==> src/rtl/rotfpga_scan_ctrl_if.sv <==
// Control/data bundle between the pin decode, the scan controller and the tile array.
interface rotfpga_scan_ctrl_if #(
  parameter int unsigned TILES         = 16,
  parameter int unsigned BITS_PER_TILE = 4
) ();
  localparam int unsigned N  = TILES * BITS_PER_TILE;
  localparam int unsigned CW = $clog2(N);

  logic          scan_en;
  logic          scan_in;
  logic          loop_en;
  logic          commit;
  logic          rot_start;
  logic [CW-1:0] rot_amt;
  logic          scan_out;
  logic [N-1:0]  cfg_out;
  logic [CW-1:0] shift_cnt;
  logic          frame_done;
  logic          busy;

  modport master (
    output scan_en, scan_in, loop_en, commit, rot_start, rot_amt,
    input  scan_out, cfg_out, shift_cnt, frame_done, busy
  );

  modport slave (
    input  scan_en, scan_in, loop_en, commit, rot_start, rot_amt,
    output scan_out, cfg_out, shift_cnt, frame_done, busy
  );
endinterface

==> src/rtl/rotfpga_scan_ctrl.sv <==
// Configuration scan-chain controller: shadow chain with commit-based double
// buffering, autonomous loopback rotation engine and frame-wrap tracking.
module rotfpga_scan_ctrl #(
  parameter int unsigned TILES         = 16,
  parameter int unsigned BITS_PER_TILE = 4
) (
  input  logic                 clk,
  input  logic                 rst_n,
  rotfpga_scan_ctrl_if.slave   bus
);
  localparam int unsigned N  = TILES * BITS_PER_TILE;
  localparam int unsigned CW = $clog2(N);

  typedef enum logic {IDLE = 1'b0, ROT = 1'b1} state_e;

  state_e        state_q, state_d;
  logic [CW-1:0] rem_q, rem_d;
  logic [N-1:0]  shadow_q, shadow_d;
  logic [N-1:0]  active_q;
  logic [CW-1:0] cnt_q, cnt_d;
  logic          frame_done_q;
  logic          busy_q;
  logic          do_shift;
  logic          shift_bit;
  logic          wrap;

  // Next-state, shift source selection and counter wrap decode.
  always_comb begin
    state_d   = state_q;
    rem_d     = rem_q;
    do_shift  = 1'b0;
    shift_bit = bus.scan_in;
    unique case (state_q)
      IDLE: begin
        if (bus.rot_start && (bus.rot_amt != CW'(0))) begin
          state_d = ROT;
          rem_d   = bus.rot_amt;
        end else if (bus.scan_en) begin
          do_shift  = 1'b1;
          shift_bit = bus.loop_en ? shadow_q[N-1] : bus.scan_in;
        end
      end
      ROT: begin
        do_shift  = 1'b1;
        shift_bit = shadow_q[N-1];
        rem_d     = rem_q - CW'(1);
        if (rem_q == CW'(1)) begin
          state_d = IDLE;
        end
      end
      default: state_d = IDLE;
    endcase

    shadow_d = do_shift ? {shadow_q[N-2:0], shift_bit} : shadow_q;
    wrap     = do_shift && (cnt_q == CW'(N - 1));
    if (!do_shift) begin
      cnt_d = cnt_q;
    end else if (wrap) begin
      cnt_d = '0;
    end else begin
      cnt_d = cnt_q + CW'(1);
    end
  end

  // State, chain, counter and flag registers; commit samples pre-edge shadow.
  always_ff @(posedge clk or negedge rst_n) begin
    if (!rst_n) begin
      state_q      <= IDLE;
      rem_q        <= '0;
      shadow_q     <= '0;
      active_q     <= '0;
      cnt_q        <= '0;
      frame_done_q <= 1'b0;
      busy_q       <= 1'b0;
    end else begin
      state_q      <= state_d;
      rem_q        <= rem_d;
      shadow_q     <= shadow_d;
      cnt_q        <= cnt_d;
      frame_done_q <= wrap;
      busy_q       <= (state_d == ROT);
      if (bus.commit) begin
        active_q <= shadow_q;
      end
    end
  end

  assign bus.scan_out   = shadow_q[N-1];
  assign bus.cfg_out    = active_q;
  assign bus.shift_cnt  = cnt_q;
  assign bus.frame_done = frame_done_q;
  assign bus.busy       = busy_q;

endmodule

==> src/flat_wrapper.sv <==
// flat-port wrapper written by rule: the top's interface ports become plain ports
module rotfpga_scan_ctrl_flat 
#(
  parameter int unsigned TILES         = 16,
  parameter int unsigned BITS_PER_TILE = 4
)
  (clk, rst_n, bus_scan_en, bus_scan_in, bus_loop_en, bus_commit, bus_rot_start, bus_rot_amt, bus_scan_out, bus_cfg_out, bus_shift_cnt, bus_frame_done, bus_busy);
  rotfpga_scan_ctrl_if #(.TILES(TILES), .BITS_PER_TILE(BITS_PER_TILE)) bus_i ();
  input  logic clk;
  input  logic rst_n;
  input wire logic [$bits(bus_i.scan_en)-1:0] bus_scan_en;
  input wire logic [$bits(bus_i.scan_in)-1:0] bus_scan_in;
  input wire logic [$bits(bus_i.loop_en)-1:0] bus_loop_en;
  input wire logic [$bits(bus_i.commit)-1:0] bus_commit;
  input wire logic [$bits(bus_i.rot_start)-1:0] bus_rot_start;
  input wire logic [$bits(bus_i.rot_amt)-1:0] bus_rot_amt;
  output wire logic [$bits(bus_i.scan_out)-1:0] bus_scan_out;
  output wire logic [$bits(bus_i.cfg_out)-1:0] bus_cfg_out;
  output wire logic [$bits(bus_i.shift_cnt)-1:0] bus_shift_cnt;
  output wire logic [$bits(bus_i.frame_done)-1:0] bus_frame_done;
  output wire logic [$bits(bus_i.busy)-1:0] bus_busy;
  assign bus_i.scan_en = bus_scan_en;
  assign bus_i.scan_in = bus_scan_in;
  assign bus_i.loop_en = bus_loop_en;
  assign bus_i.commit = bus_commit;
  assign bus_i.rot_start = bus_rot_start;
  assign bus_i.rot_amt = bus_rot_amt;
  assign bus_scan_out = bus_i.scan_out;
  assign bus_cfg_out = bus_i.cfg_out;
  assign bus_shift_cnt = bus_i.shift_cnt;
  assign bus_frame_done = bus_i.frame_done;
  assign bus_busy = bus_i.busy;
  rotfpga_scan_ctrl #(.TILES(TILES), .BITS_PER_TILE(BITS_PER_TILE)) u_core (.clk(clk), .rst_n(rst_n), .bus(bus_i));
endmodule
==> config.mk <==
export PLATFORM = sky130hd
export DESIGN_NAME = rotfpga_scan_ctrl_flat
export DESIGN_NICKNAME = d
export VERILOG_FILES = /design/src/rtl/rotfpga_scan_ctrl_if.sv /design/src/rtl/rotfpga_scan_ctrl.sv /design/src/flat_wrapper.sv
export SDC_FILE = /design/constraint.sdc
export NUM_CORES = 1
export LEC_CHECK = 0
export BUFFER_PORTS_ARGS = -buffer_cell sky130_fd_sc_hd__buf_4
export CAP_MARGIN = 10
export CORE_UTILIZATION = 55
export CTS_CLUSTER_SIZE = 16
export DETAILED_ROUTE_END_ITERATION = 7
export GPL_TIMING_DRIVEN = 0
export PLACE_DENSITY = 0.78
export SYNTH_ARGS = -nofsm -noshare
export SYNTH_HDL_FRONTEND = slang
export SYNTH_SLANG_ARGS = --single-unit
export TNS_END_PERCENT = 1
==> constraint.sdc <==
create_clock -name clk -period 1.7 [get_ports clk]
set_input_delay 0.34 -clock clk [delete_from_list [all_inputs] [get_ports clk]]
set_output_delay 0.34 -clock clk [all_outputs]
set_load 0.02 [all_outputs]
==> qor.yml <==
outcome:
  status: "finished clean"
timing:
  fmax_ghz: 0.634
  fin_crit_ps: 1580
  fin_crit_sh: 0.927
  fin_ws_ps: 123
  hold_viol: 0
  rsz0062_at_grt: "false"
  tightest_slew_ps: 512
  skew_ps: 7.29
  finalSetupViolCount: 0
  finalMaxSlewViolations: 0
  relSlewSlack: 0.659
power:
  p_leak_nw: 3.70
  power.total_w: 0.0120
  peakVddDrop_uv: 866
  power_density_nw_per_um2: 1710
worst_setup_path:
  crit_slowest_cell: "dfrtp_1"
  start_kind: "register"
  crit_required_ps: 2090
  crit_chain: "a221oi_2 > buf_6 > buf_6 > mux2_1"
  cp_top_family: "flip-flops"
  crit_top_cell: "buf_6"
  critPathBufInv: 2
  crit_fanout: 10
  worst_setup_path_end_kind: "register"
  cpPeakStageDelay_ps: 460
  worstSetupPathType: "reg -> reg"
  crit_start: "u_core.state_q"
  reg2reg_from: "u_core.state_q"
  cp_data_arrival_time_ps: 1960
synth:
  syn_nets: 367
  synth.area.top_cells: "dfrtp_1 (64%), mux2_2 (15%), mux2_1 (11%)"
  yosys.area.top_type_share: 0.641
  syn_area_per_cell_um2: 15.8
  ys_warn_count: 0
  yosysTopAreaCell: "dfrtp_1"
  ys_types: 32
  ys_seq_elements: 142
  synth.yosys.seq_area_share: 0.641
  synthCells: 351
  syn_area_um2: 5540
floorplanning:
  core_um2: 9770
  num_rows: 36
  start_util: 0.567
  ioPinCount: 86
  dieArea_um2: 10500
  die_h_um: 102
  fp.dieW_um: 102
final_layout:
  drive_above_1_share: 0.454
  multi_input_area_um2: 1850
  finalNetCount: 472
  nFillCells: 639
  antenna-diode-count: 0
  area_growth_pct: 27.1
  regArea_um2: 3550
routing:
  first_pass_iters: 4
  wl_per_cell_um: 15.6
  drtIter0Drc: 96
  route.met2.wl_um: 4830
  wl_met3_um: 342
  top_layer: "met4"
  drc: 0
  vias_per_cell: 5.21
  wl_met1_um: 4150
  ant_nets: 0
  route.vias.total: 3139
  drt-total-wl_um: 9400
grt:
  first_global_vias: 3177
  antenna_found_initial: 0
  grt_pass1_wl_um: 15700
  grt_max_degree: 107
  grt-ovfl-total: 0
  grt_usage: 0.202
job:
  max_cap_viol_count: 0
clocking:
  worstSkewPairLatency_ps: 520
  cts_tree: "yes"
  clk_pin_slew_ps: 60
  cts_buffers: 17
  cts-root-buf: "clkbuf_8"
  cts_resized: 0
  clockBufferDepth: 2
  cts_max_level: 4
  clock-sinks: 142
hold_path:
  hp-class: "in -> reg"
  hold_start: "bus_rot_amt[5]"
place:
  dp_slack_ps: -59.0
  place_hpwl_um: 6290
  place_congestion: 0.774
  port_buffers: 84
## worst register-to-register path, stage by stage, from the launching register on
cell and delay (ps):
dfrtp_1 460, a221oi_2 250, buf_6 220, buf_6 170, mux2_1 350
## final timing paths
check	cells after the start	slack [ps]	endpoint
min	3	150	u_core.rem_q[5]
min in group asynchronous	2	270	u_core.bus.cfg_out[50]
max in group asynchronous	3	620	u_core.shadow_q[15]
min reg2reg	1	490	u_core.bus.shift_cnt[4]
max	4	120	u_core.shadow_q[58]
max reg2reg	4	120	u_core.shadow_q[58]
## state kept, by name (all words and copies together), names as in the netlist
name                   count
u_core.bus.cfg_out        64
u_core.rem_q               6
u_core.bus.frame_done      1
u_core.shadow_q           64
u_core.state_q             1
u_core.bus.shift_cnt       6
## per-layer routing
metal	global-route usage	vias to the layer above
met1	0.252	1606
met3	0.0739	9
met2	0.328	65
met5	0	-
met4	0.0670	0
li1	-	1459
## report_power, final
part           switching, W  internal [W]
Combinational       0.00147       0.00150
Sequential         0.000683       0.00429
Clock               0.00139       0.00267
Total               0.00355       0.00846
## cell families (layout without fill, tap and decap cells)
group | count (synthesis) | after routing | share of synthesized area
adders and majority gates | 3 | 3 | 0.00677
DFF | 142 | 142 | 0.641
xor gates and xnor gates | 6 | 6 | 0.00948
muxes | 128 | 128 | 0.260
AOI/OAI and AO/OA | 24 | 24 | 0.0318
buffers and inverters | 21 | 139 | 0.0253
and+or+nand+nor | 27 | 27 | 0.0255
## through the flow
step / setup TNS, ps / instances / cell area (um2) / util / hold WS, ps
finish: 0 / 602 / 7040 / 0.720 / 148
global route: 0 / 602 / 7040 / 0.720 / 165
CTS: 0 / 602 / 7040 / 0.720 / 132
detailed placement: -1820 / 569 / 6370 / 0.652 / 256
global placement: -34080 / 568 / 6340 / 0.648 / 483
floorplan: 0 / 351 / 5540 / - / 44.4
## cell usage after synthesis
cell and n:
a221oi_1 6, o21ai_0 3, or3_1 1, buf_2 7, nand2b_1 2, inv_1 3
mux2_1 52, mux2i_1 1, and3_1 1, buf_6 7, inv_2 1, xnor2_1 3
nor4_4 1, a21oi_1 9, o31ai_2 1, dfrtp_1 142, nor3_1 1, nor2_1 6
or2_2 1, clkbuf_1 2, o41ai_2 1, mux2_2 75, buf_1 1, a21o_1 1
nand2_1 9, xor2_1 3, o31ai_1 1, ha_1 3, o21ai_1 1, nor3b_1 1
a221oi_2 1, nand3_1 4
## repair_timing
item / CTS / global route
hold buffers: 1 / 0
endpoints found under the setup margin: 0 / 59
endpoints found under the hold margin: 36 / 0
setup buffers: 0 / 1
## cells in the final DEF (no fill, tap or decap), drive strengths merged, types with 4 or more instances in the layout
master	synthesis	layout
nand3	4	4
inv	4	4
mux2	127	127
nand2	9	9
a21oi	9	9
o21ai	4	4
clkinv	0	6
nor2	6	6
bufinv	0	6
buf	15	100
dfrtp	142	142
clkbuf	2	19
a221oi	7	7
## layout make-up
cell class / instances / share of cell area
clock inverters: 15 / 0.0346
inverters: 4 / 0.00213
clock buffers: 17 / 0.0588
multi-input cells: 188 / 0.262
well taps: 133 / 0.0236
flip-flops and latches: 142 / 0.505
repair buffers: 87 / 0.0965
plain buffers: 16 / 0.0172
Note: power is estimated with default switching activity, not from simulation.
